File: config.mk
export PLATFORM = sky130hd
export DESIGN_NAME = conv_k_mem_read_gen
export DESIGN_NICKNAME = d
export VERILOG_FILES = /design/src/rtl/conv_k_mem_read_gen.sv
export SDC_FILE = /design/constraint.sdc
export NUM_CORES = 1
export LEC_CHECK = 0
export ABC_AREA = 1
export BUFFER_PORTS_ARGS = -buffer_cell sky130_fd_sc_hd__buf_2
export CAP_MARGIN = 20
export CORE_MARGIN = 2
export CORE_UTILIZATION = 30
export CTS_BUF_LIST = sky130_fd_sc_hd__clkbuf_4
export DETAILED_ROUTE_END_ITERATION = 10
export HOLD_SLACK_MARGIN = 0.03
export SLEW_MARGIN = 20
export SYNTH_ARGS = -nofsm -noshare
export SYNTH_HDL_FRONTEND = slang
export SYNTH_SLANG_ARGS = --single-unit
File: constraint.sdc
create_clock -name clk -period 3.8 [get_ports clk]
set_input_delay 0.76 -clock clk [delete_from_list [all_inputs] [get_ports clk]]
set_output_delay 0.76 -clock clk [all_outputs]
set_load 0.01 [all_outputs]
File: src/rtl/conv_k_mem_read_gen.sv
// conv_k_mem_read_gen: kernel-store read address generator sweeping taps, passes and groups
// across NUM_PORTS banks with start/valid/ready/done handshake and optional inter-pass gaps.
module conv_k_mem_read_gen #(
   parameter int ADDR_W       = 8,
   parameter int KSIZE        = 25,
   parameter int NUM_PORTS    = 2,
   parameter int PORT_STRIDE  = 75,
   parameter int NUM_GROUPS   = 3,
   parameter int GROUP_STRIDE = 25,
   parameter int REPEAT       = 64,
   parameter int GAP_CYCLES   = 0
) (
   input  logic                          clk,
   input  logic                          reset,
   input  logic                          start,
   input  logic [ADDR_W-1:0]             base,
   input  logic                          ready,
   input  logic                          abort,
   output logic [NUM_PORTS*ADDR_W-1:0]   addr,
   output logic                          valid,
   output logic                          last_tap,
   output logic                          busy,
   output logic                          done
);
   localparam int TW = KSIZE > 1 ? $clog2(KSIZE) : 1;
   localparam int RW = REPEAT > 1 ? $clog2(REPEAT) : 1;
   localparam int GW = NUM_GROUPS > 1 ? $clog2(NUM_GROUPS) : 1;

   generate
      if (NUM_PORTS < 1 || KSIZE < 1 || GAP_CYCLES > 15 || GAP_CYCLES < 0) begin : g_bad_params
         $error("conv_k_mem_read_gen: illegal parameter set");
      end
   endgenerate

   typedef enum logic [1:0] {IDLE, RUN, GAP, DONE} state_t;

   state_t                        state, state_n;
   logic [TW-1:0]                 tap, tap_n;
   logic [RW-1:0]                 rep, rep_n;
   logic [GW-1:0]                 grp, grp_n;
   logic [3:0]                    gap, gap_n;
   logic [ADDR_W-1:0]             base_q, base_n;
   logic [NUM_PORTS*ADDR_W-1:0]   addr_n;
   logic                          acc, pass_end, rep_end, fin, start_ok, upd;

   always_comb begin
      acc      = state == RUN && ready;
      pass_end = acc && tap == TW'(KSIZE-1);
      rep_end  = pass_end && rep == RW'(REPEAT-1);
      fin      = rep_end && grp == GW'(NUM_GROUPS-1);
      start_ok = start && (state == IDLE || state == DONE);
      state_n  = state;
      tap_n    = tap;
      rep_n    = rep;
      grp_n    = grp;
      gap_n    = gap;
      base_n   = base_q;
      upd      = 1'b0;
      if (abort) begin
         state_n = IDLE;
         tap_n   = '0;
         rep_n   = '0;
         grp_n   = '0;
         gap_n   = '0;
      end else if (start_ok) begin
         state_n = RUN;
         tap_n   = '0;
         rep_n   = '0;
         grp_n   = '0;
         gap_n   = '0;
         base_n  = base;
         upd     = 1'b1;
      end else if (fin) begin
         state_n = DONE;
      end else if (acc) begin
         tap_n = pass_end ? '0 : tap + 1'b1;
         rep_n = rep_end ? '0 : (pass_end ? rep + 1'b1 : rep);
         grp_n = rep_end ? grp + 1'b1 : grp;
         upd   = 1'b1;
         if (pass_end && GAP_CYCLES > 0) begin
            state_n = GAP;
            gap_n   = '0;
         end
      end else if (state == GAP) begin
         state_n = gap == 4'(GAP_CYCLES-1) ? RUN : GAP;
         gap_n   = gap + 4'd1;
      end
      // addresses are computed from the post-update counters so addr lines up with tap
      for (int p = 0; p < NUM_PORTS; p++)
         addr_n[p*ADDR_W +: ADDR_W] = upd ?
            ADDR_W'(int'(base_n) + int'(grp_n)*GROUP_STRIDE + int'(tap_n) + p*PORT_STRIDE) :
            addr[p*ADDR_W +: ADDR_W];
   end

   always_ff @(posedge clk or negedge reset) begin
      if (!reset) begin
         state  <= IDLE;
         tap    <= '0;
         rep    <= '0;
         grp    <= '0;
         gap    <= '0;
         base_q <= '0;
         addr   <= '0;
      end else begin
         state  <= state_n;
         tap    <= tap_n;
         rep    <= rep_n;
         grp    <= grp_n;
         gap    <= gap_n;
         base_q <= base_n;
         addr   <= addr_n;
      end
   end

   assign valid    = state == RUN;
   assign last_tap = valid && tap == TW'(KSIZE-1);
   assign busy     = state == RUN || state == GAP;
   assign done     = state == DONE;
endmodule
==> results of run 1 <==
==> final cells by class <==
type                    count  share of cell area
inverters                  60              0.0644
multi-input cells         242               0.459
well taps                 111              0.0388
repair buffers             68               0.121
clock buffers               6              0.0126
clock inverters             2             0.00350
flip-flops and latches     43               0.301
==> repair_timing <==
action / 4_1_cts / 5_1_grt
setup endpoints to repair: 4 / 9
resized for setup: 4 / 29
buffers inserted: 1 / 4
pin swaps: 3 / 15
==> placed cells by master, fill, tap and decap left out, types with 5 or more instances in the layout <==
cell type,synthesis,final
sky130_fd_sc_hd__nor3_1,5,5
sky130_fd_sc_hd__o21ai_2,6,12
sky130_fd_sc_hd__nand2_2,5,14
sky130_fd_sc_hd__buf_2,0,31
sky130_fd_sc_hd__buf_4,0,37
sky130_fd_sc_hd__clkbuf_4,0,6
sky130_fd_sc_hd__inv_1,56,52
sky130_fd_sc_hd__nor2_1,15,12
sky130_fd_sc_hd__o21ai_0,20,13
sky130_fd_sc_hd__inv_2,3,7
sky130_fd_sc_hd__nand3_1,20,18
sky130_fd_sc_hd__ha_1,23,17
sky130_fd_sc_hd__a21oi_1,8,7
sky130_fd_sc_hd__nand4_1,5,5
sky130_fd_sc_hd__dfrtp_1,43,43
sky130_fd_sc_hd__nand3_2,4,5
sky130_fd_sc_hd__nand2_1,94,85
sky130_fd_sc_hd__o21ai_1,7,8
==> critical path, cell delays in order (launching register included) <==
cell	delay, ns
sky130_fd_sc_hd__dfrtp_1	0.38
sky130_fd_sc_hd__ha_2	0.19
sky130_fd_sc_hd__nand2_2	0.05
sky130_fd_sc_hd__inv_2	0.08
sky130_fd_sc_hd__nand3_4	0.08
sky130_fd_sc_hd__nor2_4	0.13
sky130_fd_sc_hd__nand2_2	0.08
sky130_fd_sc_hd__nor2_4	0.10
sky130_fd_sc_hd__nor2_1	0.05
sky130_fd_sc_hd__nor2_1	0.13
sky130_fd_sc_hd__o21ai_2	0.08
sky130_fd_sc_hd__buf_4	0.14
sky130_fd_sc_hd__fa_1	0.54
sky130_fd_sc_hd__inv_1	0.05
sky130_fd_sc_hd__fa_1	0.52
sky130_fd_sc_hd__ha_4	0.23
sky130_fd_sc_hd__nand2_2	0.06
sky130_fd_sc_hd__inv_2	0.04
sky130_fd_sc_hd__nor2_2	0.10
sky130_fd_sc_hd__nand3b_1	0.10
sky130_fd_sc_hd__nand2_2	0.13
sky130_fd_sc_hd__nor2_1	0.06
sky130_fd_sc_hd__nor2_1	0.10
sky130_fd_sc_hd__nand2_1	0.05
sky130_fd_sc_hd__nand3_1	0.06
sky130_fd_sc_hd__nand2_1	0.05
==> sequential cells by signal, summed over array words and instances, names as in the netlist <==
register and cells:
addr 16, base_q 8, gap 4, grp 2, rep 6, state 2
tap 5
==> cell families (layout without fill, tap and decap cells) <==
kind of cell	after synthesis	after routing	share of synthesized area
flops	43	43	0.380
simple gates	162	162	0.279
fa+ha+maj	28	28	0.137
buf+inv	62	136	0.0906
xor+xnor	7	7	0.0217
compound gates	45	45	0.0920
==> layer usage <==
| metal | vias to the layer above | part of all wire | track usage |
|---|---|---|---|
| li1 | 1258 | - | - |
| met4 | 0 | 0.022 | 0.0416 |
| met3 | 12 | 0.033 | 0.0331 |
| met1 | 1137 | 0.46 | 0.172 |
| met2 | 34 | 0.49 | 0.219 |
| met5 | - | 0 | 0 |
==> cell usage after synthesis <==
cell                       instances
sky130_fd_sc_hd__o21ai_0          20
sky130_fd_sc_hd__nor2_2            2
sky130_fd_sc_hd__o21a_1            1
sky130_fd_sc_hd__o31ai_1           1
sky130_fd_sc_hd__nand4_1           5
sky130_fd_sc_hd__o221ai_1          1
sky130_fd_sc_hd__buf_6             1
sky130_fd_sc_hd__nand3_2           4
sky130_fd_sc_hd__nor3b_1           1
sky130_fd_sc_hd__ha_1             23
sky130_fd_sc_hd__o21ai_1           7
sky130_fd_sc_hd__nand4_4           1
sky130_fd_sc_hd__nand3b_1          2
sky130_fd_sc_hd__nor3_1            5
sky130_fd_sc_hd__a21oi_1           8
sky130_fd_sc_hd__xnor2_1           3
sky130_fd_sc_hd__xor2_1            4
sky130_fd_sc_hd__nor2_1           15
sky130_fd_sc_hd__fa_1              5
sky130_fd_sc_hd__nor2_4            3
sky130_fd_sc_hd__nor2_8            1
sky130_fd_sc_hd__o21ai_2           6
sky130_fd_sc_hd__nand2_1          94
sky130_fd_sc_hd__dfrtp_1          43
sky130_fd_sc_hd__or2_2             2
sky130_fd_sc_hd__inv_2             3
sky130_fd_sc_hd__nand2_4           1
sky130_fd_sc_hd__inv_6             1
sky130_fd_sc_hd__nand2_2           5
sky130_fd_sc_hd__nand3_1          20
sky130_fd_sc_hd__nand3_4           1
sky130_fd_sc_hd__inv_1            56
sky130_fd_sc_hd__buf_8             1
sky130_fd_sc_hd__a21oi_2           1
==> worst min-delay path by stage <==
stage,from,to,cells past startpoint
after floorplan,base_q[5],base_q[5],2
after global placement,addr[0],addr[0],2
after detailed placement,addr[0],addr[0],2
after CTS,addr[0],addr[0],2
after global routing,reset,base_q[7],1
final,reset,rep[4],1
==> power by group through the flow <==
stage,Combinational [mW],Sequential (mW),Clock (mW)
after floorplan,0.251,0.614,0
after global placement,0.442,0.587,0
after detailed placement,0.448,0.589,0
after global routing,0.532,0.590,0.275
after CTS,0.455,0.580,0.256
final,0.465,0.580,0.240
==> metrics by stage <==
step	TNS, ns	power, mW	utilization	hold WS (ns)
2_1_floorplan	0	0.865	-	0.442
3_3_place_gp	-0.497	1.03	0.366	0.453
3_5_place_dp	-0.830	1.04	0.366	0.462
4_1_cts	0	1.29	0.375	0.495
5_1_grt	-0.525	1.40	0.389	0.383
6_report	0	1.29	0.389	0.372
==> impl_summary.md, run 1 <==
Outcome
The flow ran to the end, and the final reports show no timing, DRC or antenna violations.

Pwr
The power per cell area is between 300 and 400 nW/um^2. The sequential group share of total power is 0.451. Cell internal power was estimated by the tool at between 0.8 and 0.9 mW. IR analysis of the VDD net gives a maximum drop of between 150 and 200 uV. The switching share of power is 0.361. The power share of the clock group is 0.187. For this design the total switching power over the nets is about 0.46 mW. The total leakage power is ~1.9 nW. The proportion of power drawn by combinational gates is 0.362.

Worst setup path
The critical register-to-register path startpoint is rep[0]. For the worst setup path, the data arrival time is 3.96 ns. The number of cells on the worst reg-to-reg path is 25.

The termination of the worst setup path is addr[15]. The capturing point of the worst reg2reg path is addr[15]. The minimum setup slack among reg-to-reg paths is 0.11 ns.

The worst setup path is launched from a flip-flop. The type of the setup path with the least slack is reg -> reg. The worst setup path is captured at a flip-flop.

The maximum fanout encountered on the critical timing path is 5. The critical path starts at rep[0]. At the worst endpoint, the required time is 4.07 ns.

Finish
The fill cell total of the finished layout is 941. Of the cells placed in the final design, the portion with a size suffix greater than 1 is 0.333. The flip-flop and latch area is between 1000 and 1500 sq um.

The area of combinational cells with multiple inputs is roughly 1600 sq um. The cell area after layout is 3580 sq um. The area growth from synthesis to layout is 26.4%. The number of antenna diodes in the final layout is 0. The net total in the final layout is ~460. The count of placed standard cells in the final layout, fillers left out is about 530.

Worst hold path
The worst hold-check path type is in -> async.

Floorplanning
The region available for standard cell placement spans 9200 sq um. The chip height is between 100 and 150 microns. The number of standard-cell rows in the floorplan is 35. The die is between 100 and 150 microns wide. For this configuration, the core starts out at a cell density of 0.308. The floorplan step defined a die boundary enclosing just over 10000 sq um. Pin placement for this block handled 33 I/O pins.

GRT
Entering global routing, the biggest net connects 44 pins. For this run the aggregate overflow at the end of global routing stands at 0. The first-pass GRT wire length is about 11000 microns. Across every metal layer, demand over resource in global routing totals 0.133. The via count of the first global-routing pass is between 2000 and 2500.

The number of antenna violations at the first check in global routing is 0.

CTS
The clock latency of the later-clocked register in the worst-skew pair is around 0.36 ns. TritonCTS built the clock tree. The hold buffer count at CTS is 0. In this run the clock root is driven by a sky130_fd_sc_hd__clkbuf_4. The tree built by TritonCTS fans out to 43 sinks. The clock-pin slew on the worst setup and hold paths is 0.14 ns.

Buffers inserted during clock tree synthesis total 5. The deepest clock path buffer count is 2. The total number of H-tree levels is 2.

Detailed routing
In the routed design, unresolved DRC markers number 0. The number of design-rule violations left by the first detailed-router iteration is ~80. The number of vias after detailed routing is ~2400. Before antenna repair, the detailed router went through 4 iterations.

After detailed routing, the number of vias per cell comes to roughly 4.6. Dividing the detail-routed wire length by the instance count gives between 10 and 15 microns. Once detail routing completed, the nets flagged for antenna violations numbered 0.

The sum of routed wire length over all layers is between 6000 and 7000 microns.

Logic synthesis
The portion of synthesized cell area occupied by the leading cell type is 0.380. The gate count after technology mapping is 347. The number of nets in the synthesized netlist is slightly below 400. The number of synthesized register bits is 43.

By area the synthesized netlist is led by sky130_fd_sc_hd__dfrtp_1 (38%), sky130_fd_sc_hd__nand2_1 (12%), sky130_fd_sc_hd__ha_1 (10%). Summing every instance area after synthesis gives 2830 sq um. The largest total area in the synthesized netlist belongs to sky130_fd_sc_hd__dfrtp_1. The Yosys step of the flow raised 0 warnings. The mean instance size in the synthesized netlist is about 8.2 sq um. The number of library cell types mapped by synthesis is 34. The share of the Yosys chip area taken by registers is 0.380.

Placement
The worst setup timing slack at the placement stage is -0.202 ns. The count of buffers added on input and output ports is 32. Counting tap cells, the placed design contains a total of 519 instances. The detailed placement HPWL is 4840 microns. The final weighted congestion in routability-driven placement is about 0.8.

The cell area after placement is ~3400 sq um.

Job
The reported max-cap violation count is 0.

STA
The shortest clock period the worst path allows after layout is about 3.7 ns. The final max-slew violation count came to 0. For the final database, setup skew stands at approximately 0.014 ns. In this run the tightest slew margin relative to its limit is 0.623. The worst setup margin is 0.109 ns. The hold violation total from the final report is 0. The slew at the pin with the worst max-slew slack is approximately 0.57 ns. Setup violations remaining at the end of the flow were counted as 0.

For this run, the top clock speed supported by timing is approximately 270 MHz. Setup repair after global routing could not meet its margin everywhere. In the finished design, the share of the clock period the worst path needs comes to 0.971.
No activity file was read; power rests on OpenSTA's default activity.
==> inputs of run 2 (changes only) <==
--- a/config.mk
+++ b/config.mk
@@ -5,14 +5,13 @@
 export SDC_FILE = /design/constraint.sdc
 export NUM_CORES = 1
 export LEC_CHECK = 0
-export ABC_AREA = 1
 export BUFFER_PORTS_ARGS = -buffer_cell sky130_fd_sc_hd__buf_2
 export CAP_MARGIN = 20
-export CORE_MARGIN = 2
-export CORE_UTILIZATION = 30
+export CORE_UTILIZATION = 45
 export CTS_BUF_LIST = sky130_fd_sc_hd__clkbuf_4
 export DETAILED_ROUTE_END_ITERATION = 10
 export HOLD_SLACK_MARGIN = 0.03
+export PLACE_DENSITY = 0.67
 export SLEW_MARGIN = 20
 export SYNTH_ARGS = -nofsm -noshare
 export SYNTH_HDL_FRONTEND = slang
==> impl_summary.md, run 2 <==
Outcome
Outcome: finished, violations left (was complete, no violations). The final reports fail on negative setup slack.

STA
The setup-violating endpoint count in the final report is 9 (was 0). The clock skew after layout is 0.00979 ns (was 0.0138 ns). The maximum clock frequency is 241 MHz (was 271 MHz). The period utilization is 1.09 (was 0.971). The final max-slew violation count was 0 (unchanged).

The relative slew slack is 0.366 (was 0.623). The shortest clock period the worst path allows after layout is 4.15 ns (was 3.69 ns). The hold violation total from the final report came to 0 (unchanged). The slew at the pin with the worst max-slew slack is 0.951 ns (was 0.565 ns). The worst setup margin came to -0.346 ns (was 0.109 ns).

Unrepaired setup endpoints after global routing: yes (unchanged).

Logic synthesis
The gate count after technology mapping was 246 (was 347). The portion of the post-synthesis area used by sequential elements is 0.424 (was 0.380). The mean instance size in the synthesized netlist is 10.3 sq um (was 8.16 sq um).

The largest area contributor in the synthesized netlist is sky130_fd_sc_hd__dfrtp_1 (unchanged). The most common flop cell mapped by yosys is sky130_fd_sc_hd__dfrtp_1 (unchanged). The portion of synthesized cell area occupied by the leading cell type was 0.424 (was 0.380). The netlist area before placement is 2540 sq um (was 2830 sq um).

The async set-reset flop share out of synthesis is 1.00 (unchanged). The number of synthesized register bits is 43 (unchanged). The most frequent cell after synthesis is sky130_fd_sc_hd__dfrtp_1 (was sky130_fd_sc_hd__nand2_1). Leading post-synthesis cells by cell area: sky130_fd_sc_hd__dfrtp_1 (42%), sky130_fd_sc_hd__ha_1 (11%), sky130_fd_sc_hd__mux2_2 (5.3%) (was sky130_fd_sc_hd__dfrtp_1 (38%), sky130_fd_sc_hd__nand2_1 (12%), sky130_fd_sc_hd__ha_1 (10%)).

Ranking of synthesized cells by instance count: sky130_fd_sc_hd__dfrtp_1 (43), sky130_fd_sc_hd__inv_1 (27), sky130_fd_sc_hd__nor2_1 (27) (was sky130_fd_sc_hd__nand2_1 (94), sky130_fd_sc_hd__inv_1 (56), sky130_fd_sc_hd__dfrtp_1 (43)). The synthesized net count is 287 (was 388). The number of synthesis warnings is 0 (unchanged). The number of library cell types mapped by synthesis came to 42 (was 34). The number of synthesized flops with an enable pin is 0 (unchanged).

GRT
The overall global routing resource usage is 0.199 (was 0.133). The first-pass GRT wire length was 9330 microns (was 10800 microns). The number of antenna violations at the first check in global routing came to 0 (unchanged). The via count of the first global-routing pass is 2092 (was 2342). The remaining global-route overflow is 0 (unchanged). The largest net degree at the start of global routing came to 44 (unchanged).

Detailed routing
The number of design-rule violations left by the first detailed-router iteration is 54 (was 78). The number of optimization iterations in the first detailed-route pass is 4 (unchanged). The via count normalized by instance count is 5.10 (was 4.59). The detailed-route wire length per cell came to 13.8 microns (was 11.7 microns). The number of antenna-violating nets in the routed design came to 0 (unchanged). The number of vias after detailed routing was 2100 (was 2441). The sum of routed wire length over all layers is 5700 microns (was 6240 microns).

The number of remaining DRC errors was 0 (unchanged).

Floorplanning
The top-level port count is 33 (unchanged). The chip height came to 77.1 microns (was 101 microns). The horizontal extent of the die came to 77.1 microns (was 101 microns). The number of standard-cell rows in the floorplan is 26 (was 35).

The overall die area is 5940 sq um (was 10200 sq um). The area inside the core boundary is 5270 sq um (was 9200 sq um). The starting utilization of the core area is 0.481 (was 0.308).

CTS
The master cell of the clock root buffer is sky130_fd_sc_hd__clkbuf_4 (unchanged). The total number of H-tree levels is 2 (unchanged). The deepest clock path buffer count was 2 (unchanged). The hold buffer count at CTS is 0 (unchanged).

The number of sinks on the clock net is 43 (unchanged). The clock-pin slew on the worst setup and hold paths is 0.14 ns (about the same). The number of buffers created by CTS is 5 (unchanged). The clock latency of the later-clocked register in the worst-skew pair is 0.36 ns (about the same). The TritonCTS clock tree is done (unchanged).

Finish
The flip-flop and latch area is 1080 sq um (unchanged). The net total in the final layout came to 382 (was 461). The number of antenna repair diodes is 0 (unchanged). Top Registers: addr x16, base_q x8, rep x6 (unchanged). The flip-flop count of the largest register after layout is 16 (unchanged). The area of combinational cells with multiple inputs is 1560 sq um (was 1640 sq um). The cell area after layout is 3530 sq um (was 3580 sq um).

The count of placed standard cells in the final layout, fillers left out is 412 (was 532). The most flop-heavy register is addr (unchanged). The most common cell after layout, fill and taps aside is sky130_fd_sc_hd__buf_4 (was sky130_fd_sc_hd__nand2_1). Commonest non-fill, non-tap cells in the layout: sky130_fd_sc_hd__buf_4 (56), sky130_fd_sc_hd__dfrtp_1 (43), sky130_fd_sc_hd__buf_2 (32) (was sky130_fd_sc_hd__nand2_1 (85), sky130_fd_sc_hd__inv_1 (52), sky130_fd_sc_hd__dfrtp_1 (43)).

The fraction of layout cells with a size suffix above 1 is 0.462 (was 0.333). The fill cell total of the finished layout was 426 (was 941). The growth of design area from synthesis to finish is 39.0% (was 26.4%).

Job
The reported max-cap violation count is 0 (unchanged).

Placement
The final weighted congestion in routability-driven placement is 0.846 (was 0.796). The count of input and output buffers is 32 (unchanged). The cell area after placement is 3200 sq um (was 3360 sq um).

The detailed placement HPWL was 4020 microns (was 4840 microns). The cell total after placement is 394 (was 519).

Worst setup path
The origin of the worst setup path is tap[1] (was rep[0]). The maximum fanout encountered on the critical timing path is 3 (was 5). The required time at the endpoint of the critical path is 4.06 ns (was 4.07 ns). The type of element launching the critical path is a flip-flop (unchanged). The endpoint arrival time on the critical path is 4.40 ns (was 3.96 ns). The critical register-to-register path startpoint was tap[1] (was rep[0]). The type of the setup path with the least slack was reg -> reg (unchanged). The category of the worst setup path capture point is a flip-flop (unchanged).

Pwr
The post-layout total power is 1.30 mW (was 1.29 mW). The worst vdd rail ir drop is 273 uV (was 158 uV). The total leakage power is 1.71 nW (was 1.89 nW). The power per cell area is 369 nW/um^2 (was 359 nW/um^2).

Worst hold path
The origin of the worst min-delay path is base_q[5]. The worst hold-check path type is reg -> reg (was in -> async).
run 2: routing by layer:
layer	global-route usage	wire length, microns	vias to the layer above
met4	0.0660	65	0
met2	0.360	2990	36
met5	0	0	-
li1	-	-	1034
met3	0.0333	180	7
met1	0.239	2460	1023
run 2: cell type report:
| type | instances | share of cell area |
|---|---|---|
| clock buffer | 6 | 0.0128 |
| multi-input combinational | 170 | 0.441 |
| sequential | 43 | 0.305 |
| clock inverter | 2 | 0.00355 |
| timing repair buffer | 94 | 0.184 |
| tap | 70 | 0.0248 |
| inverter | 27 | 0.0287 |
run 2: per-stage QoR:
step                hold slack, ns   util  TNS (ns)  setup WS (ns)
floorplan                    0.464      -    -0.288         -0.266
global placement             0.486  0.607     -1.64         -0.380
CTS                          0.527  0.638     -1.12         -0.337
finish                       0.519  0.669     -1.32         -0.346
global route                 0.539  0.669     -3.09         -0.532
detailed placement           0.495  0.607     -2.17         -0.458
run 2: timing repair:
item	CTS	global route
gates resized for setup	15	28
pin swaps	15	19
endpoints found under the hold margin	0	0
endpoints found under the setup margin	9	11
buffers inserted	6	7
run 2: cell families (layout without fill, tap and decap cells):
logic type,Yosys count,in the layout,share of synthesized area
DFF,43,43,0.424
buffers and inverters,33,129,0.0523
AOI/OAI and AO/OA,45,45,0.109
muxes,18,18,0.0809
xor gates and xnor gates,15,15,0.0577
adders and majority gates,28,28,0.153
and+or+nand+nor,64,64,0.123
run 2: final timing paths:
check,end,slack [ns],cells after the start
setup reg to reg,addr[15],-0.35,17
max in group asynchronous,addr[11],2.68,1
hold reg to reg,base_q[5],0.52,1
min in group asynchronous,rep[2],0.53,1
hold / removal,base_q[5],0.52,1
setup / recovery,addr[15],-0.35,17
run 2: worst max-delay path, cell delays in order, from the launching register on:
cell and delay [ns]:
sky130_fd_sc_hd__dfrtp_1 0.41, sky130_fd_sc_hd__inv_2 0.08, sky130_fd_sc_hd__ha_4 0.13, sky130_fd_sc_hd__and4b_1 0.23
sky130_fd_sc_hd__nand2_2 0.09, sky130_fd_sc_hd__nor3_4 0.24, sky130_fd_sc_hd__nor2_1 0.08, sky130_fd_sc_hd__a211o_1 0.31
sky130_fd_sc_hd__fa_1 0.52, sky130_fd_sc_hd__inv_2 0.05, sky130_fd_sc_hd__fa_2 0.48, sky130_fd_sc_hd__ha_4 0.29
sky130_fd_sc_hd__o21ai_2 0.06, sky130_fd_sc_hd__or4b_4 0.49, sky130_fd_sc_hd__o2111ai_4 0.11, sky130_fd_sc_hd__a31oi_4 0.05
sky130_fd_sc_hd__xnor2_1 0.14, sky130_fd_sc_hd__mux2_4 0.25
run 2: power by group:
group | switching, mW | internal, mW | total [mW]
sequential | 0.0362 | 0.539 | 0.575
combinational | 0.239 | 0.253 | 0.492
clock | 0.157 | 0.0788 | 0.236
==> inputs of run 3 (changes only) <==
--- a/config.mk
+++ b/config.mk
@@ -12,6 +12,7 @@
 export DETAILED_ROUTE_END_ITERATION = 10
 export HOLD_SLACK_MARGIN = 0.03
 export PLACE_DENSITY = 0.67
+export RECOVER_POWER = 100
 export SLEW_MARGIN = 20
 export SYNTH_ARGS = -nofsm -noshare
 export SYNTH_HDL_FRONTEND = slang
==> impl_summary.md, run 3 (synthesis results as in run 2) <==
Finish
The number of antenna repair diodes is 0 (unchanged). The flip-flop count of the largest register after layout was 16 (unchanged). The growth of design area from synthesis to finish was 39.0% (about the same). Top Registers: addr x16, base_q x8, rep x6 (unchanged).

Commonest non-fill, non-tap cells in the layout: sky130_fd_sc_hd__buf_4 (56), sky130_fd_sc_hd__dfrtp_1 (43), sky130_fd_sc_hd__buf_2 (31) (was sky130_fd_sc_hd__buf_4 (56), sky130_fd_sc_hd__dfrtp_1 (43), sky130_fd_sc_hd__buf_2 (32)). The net total in the final layout is 382 (unchanged). The most flop-heavy register is addr (unchanged). The final cell utilization of the core came to 0.669 (about the same). The most common cell after layout, fill and taps aside is sky130_fd_sc_hd__buf_4 (unchanged). The fraction of layout cells with a size suffix above 1 is 0.459 (was 0.462).

Worst setup path
The category of the worst setup path capture point is a flip-flop (unchanged). The endpoint arrival time on the critical path was 4.40 ns (about the same). The number of cells on the worst reg-to-reg path is 17 (unchanged). The capturing point of the worst reg2reg path was addr[15] (unchanged). The minimum setup slack among reg-to-reg paths was -0.35 ns (about the same). The maximum fanout encountered on the critical timing path was 3 (unchanged).

The type of the setup path with the least slack is reg -> reg (unchanged). The type of element launching the critical path is a flip-flop (unchanged). The critical register-to-register path startpoint was tap[1] (unchanged). The required time at the endpoint of the critical path is 4.06 ns (about the same).

Detailed routing
The number of remaining DRC errors came to 0 (unchanged). The sum of routed wire length over all layers is 5700 microns (about the same). The number of antenna-violating nets in the routed design is 0 (unchanged). The number of optimization iterations in the first detailed-route pass is 4 (unchanged). The via count normalized by instance count is 5.09 (was 5.10). The detailed-route wire length per cell is 13.8 microns (about the same). The number of design-rule violations left by the first detailed-router iteration was 58 (was 54).

The number of vias after detailed routing is 2096 (was 2100).

STA
The setup total negative slack came to -1.32 ns (about the same). The hold violation total from the final report came to 0 (unchanged). The setup-violating endpoint count in the final report is 9 (unchanged).

The relative slew slack is -0.521 (was 0.366). The clock skew after layout came to 0.00979 ns (about the same). Unrepaired setup endpoints after global routing: yes (unchanged). The final max-slew violation count came to 44 (was 0). The minimum hold slack came to 0.519 ns (unchanged).

The shortest clock period the worst path allows after layout is 4.15 ns (about the same). The period utilization is 1.09 (about the same). The maximum clock frequency came to 241 MHz (about the same). The slew at the pin with the worst max-slew slack is 2.28 ns (was 0.951 ns). The worst setup margin was -0.346 ns (about the same).

Outcome
Outcome: finished, violations left (unchanged). Violated checks: max-capacitance violations, max-slew violations, negative setup slack (was negative setup slack).

Floorplanning
The area inside the core boundary is 5270 sq um (unchanged). The overall die area is 5940 sq um (unchanged). The starting utilization of the core area is 0.481 (unchanged). The chip height came to 77.1 microns (unchanged). The horizontal extent of the die came to 77.1 microns (unchanged).

The top-level port count is 33 (unchanged). The number of standard-cell rows in the floorplan was 26 (unchanged).

Placement
The detailed placement HPWL is 4020 microns (unchanged). The final weighted congestion in routability-driven placement came to 0.846 (unchanged). The count of input and output buffers is 32 (unchanged).

CTS
The hold buffer count at CTS came to 0 (unchanged). The TritonCTS clock tree is done (unchanged). The master cell of the clock root buffer is sky130_fd_sc_hd__clkbuf_4 (unchanged).

The number of buffers created by CTS is 5 (unchanged). The total number of H-tree levels is 2 (unchanged). The clock latency of the later-clocked register in the worst-skew pair is 0.36 ns (about the same). The deepest clock path buffer count is 2 (unchanged). The number of sinks on the clock net was 43 (unchanged). The clock-pin slew on the worst setup and hold paths was 0.14 ns (about the same).

GRT
The remaining global-route overflow is 0 (unchanged). The via count of the first global-routing pass is 2092 (unchanged). The largest net degree at the start of global routing was 44 (unchanged). The number of antenna violations at the first check in global routing is 0 (unchanged). The overall global routing resource usage is 0.199 (unchanged).

The first-pass GRT wire length was 9330 microns (unchanged).

Job
The reported max-cap violation count is 1 (was 0).

Pwr
The total leakage power came to 1.70 nW (was 1.71 nW). The post-layout total power came to 1.30 mW (about the same). The power per cell area came to 369 nW/um^2 (about the same). The switching share of power is 0.332 (about the same). The worst vdd rail ir drop was 273 uV (about the same).

The switching power summed over all nets was 0.432 mW (about the same). The proportion of power drawn by combinational gates is 0.378 (about the same). The power share of the clock group came to 0.181 (about the same).

The cell-internal power was 0.870 mW (was 0.871 mW). The sequential group share of total power is 0.441 (about the same).

Worst hold path
The origin of the worst min-delay path is base_q[5] (unchanged). The worst hold path endpoint was base_q[5] (unchanged). The worst hold-check path type is reg -> reg (unchanged). The cell depth of the worst hold path was 1 (unchanged).
## run 3: power groups by stage
| stage | sequential [mW] | clock [mW] | combinational (mW) |
|---|---|---|---|
| after floorplan | 0.615 | 0 | 0.214 |
| after global placement | 0.583 | 0 | 0.412 |
| after detailed placement | 0.584 | 0 | 0.425 |
| after CTS | 0.576 | 0.242 | 0.447 |
| after global routing | 0.587 | 0.261 | 0.540 |
| final | 0.575 | 0.236 | 0.492 |
## run 3: timing repair
action,4_1_cts,5_1_grt
gates cloned,0,0
resized for setup,15,28
setup buffers,6,7
pin swaps,15,19
setup endpoints to repair,9,11
## run 3: worst max-delay path by stage
stage                  start  endpoint  slack [ns]
finish                tap[1]  addr[15]       -0.35
global route        state[1]  addr[15]       -0.53
CTS                   tap[1]  addr[15]       -0.34
detailed placement     ready  addr[15]       -0.46
global placement       ready  addr[15]       -0.38
floorplan              ready  addr[15]       -0.27
## run 3: stage by stage
step / instances / cell area [sq um] / worst slack (ns)
after CTS: 407 / 3360 / -0.337
after floorplan: 246 / 2590 / -0.266
after global placement: 394 / 3200 / -0.380
final: 412 / 3530 / -0.346
after global routing: 412 / 3530 / -0.532
after detailed placement: 394 / 3200 / -0.458
## run 3: layout make-up
cell class | count | area, sq um
Fill cell | 427 | 1740
Inverter | 27 | 101
Timing Repair Buffer | 94 | 647
Multi-Input combinational cell | 170 | 1560
Tap cell | 70 | 87.6
Clock inverter | 2 | 12.5
Clock buffer | 6 | 45.0
Sequential cell | 43 | 1080
## run 3: worst max-delay path: stages (launching register included)
cell and delay (ns):
sky130_fd_sc_hd__dfrtp_1 0.41, sky130_fd_sc_hd__inv_2 0.08, sky130_fd_sc_hd__ha_4 0.13, sky130_fd_sc_hd__and4b_1 0.23, sky130_fd_sc_hd__nand2_2 0.09, sky130_fd_sc_hd__nor3_4 0.24, sky130_fd_sc_hd__nor2_1 0.08, sky130_fd_sc_hd__a211o_1 0.31
sky130_fd_sc_hd__fa_1 0.52, sky130_fd_sc_hd__inv_2 0.05, sky130_fd_sc_hd__fa_2 0.48, sky130_fd_sc_hd__ha_4 0.29, sky130_fd_sc_hd__o21ai_2 0.06, sky130_fd_sc_hd__or4b_4 0.49, sky130_fd_sc_hd__o2111ai_4 0.11, sky130_fd_sc_hd__a31oi_4 0.05
sky130_fd_sc_hd__xnor2_1 0.14, sky130_fd_sc_hd__mux2_4 0.25
## run 3: layer usage
layer | track usage | part of all wire
met1 | 0.239 | 0.43
met2 | 0.360 | 0.52
met3 | 0.0333 | 0.030
met4 | 0.0660 | 0.011
met5 | 0 | 0
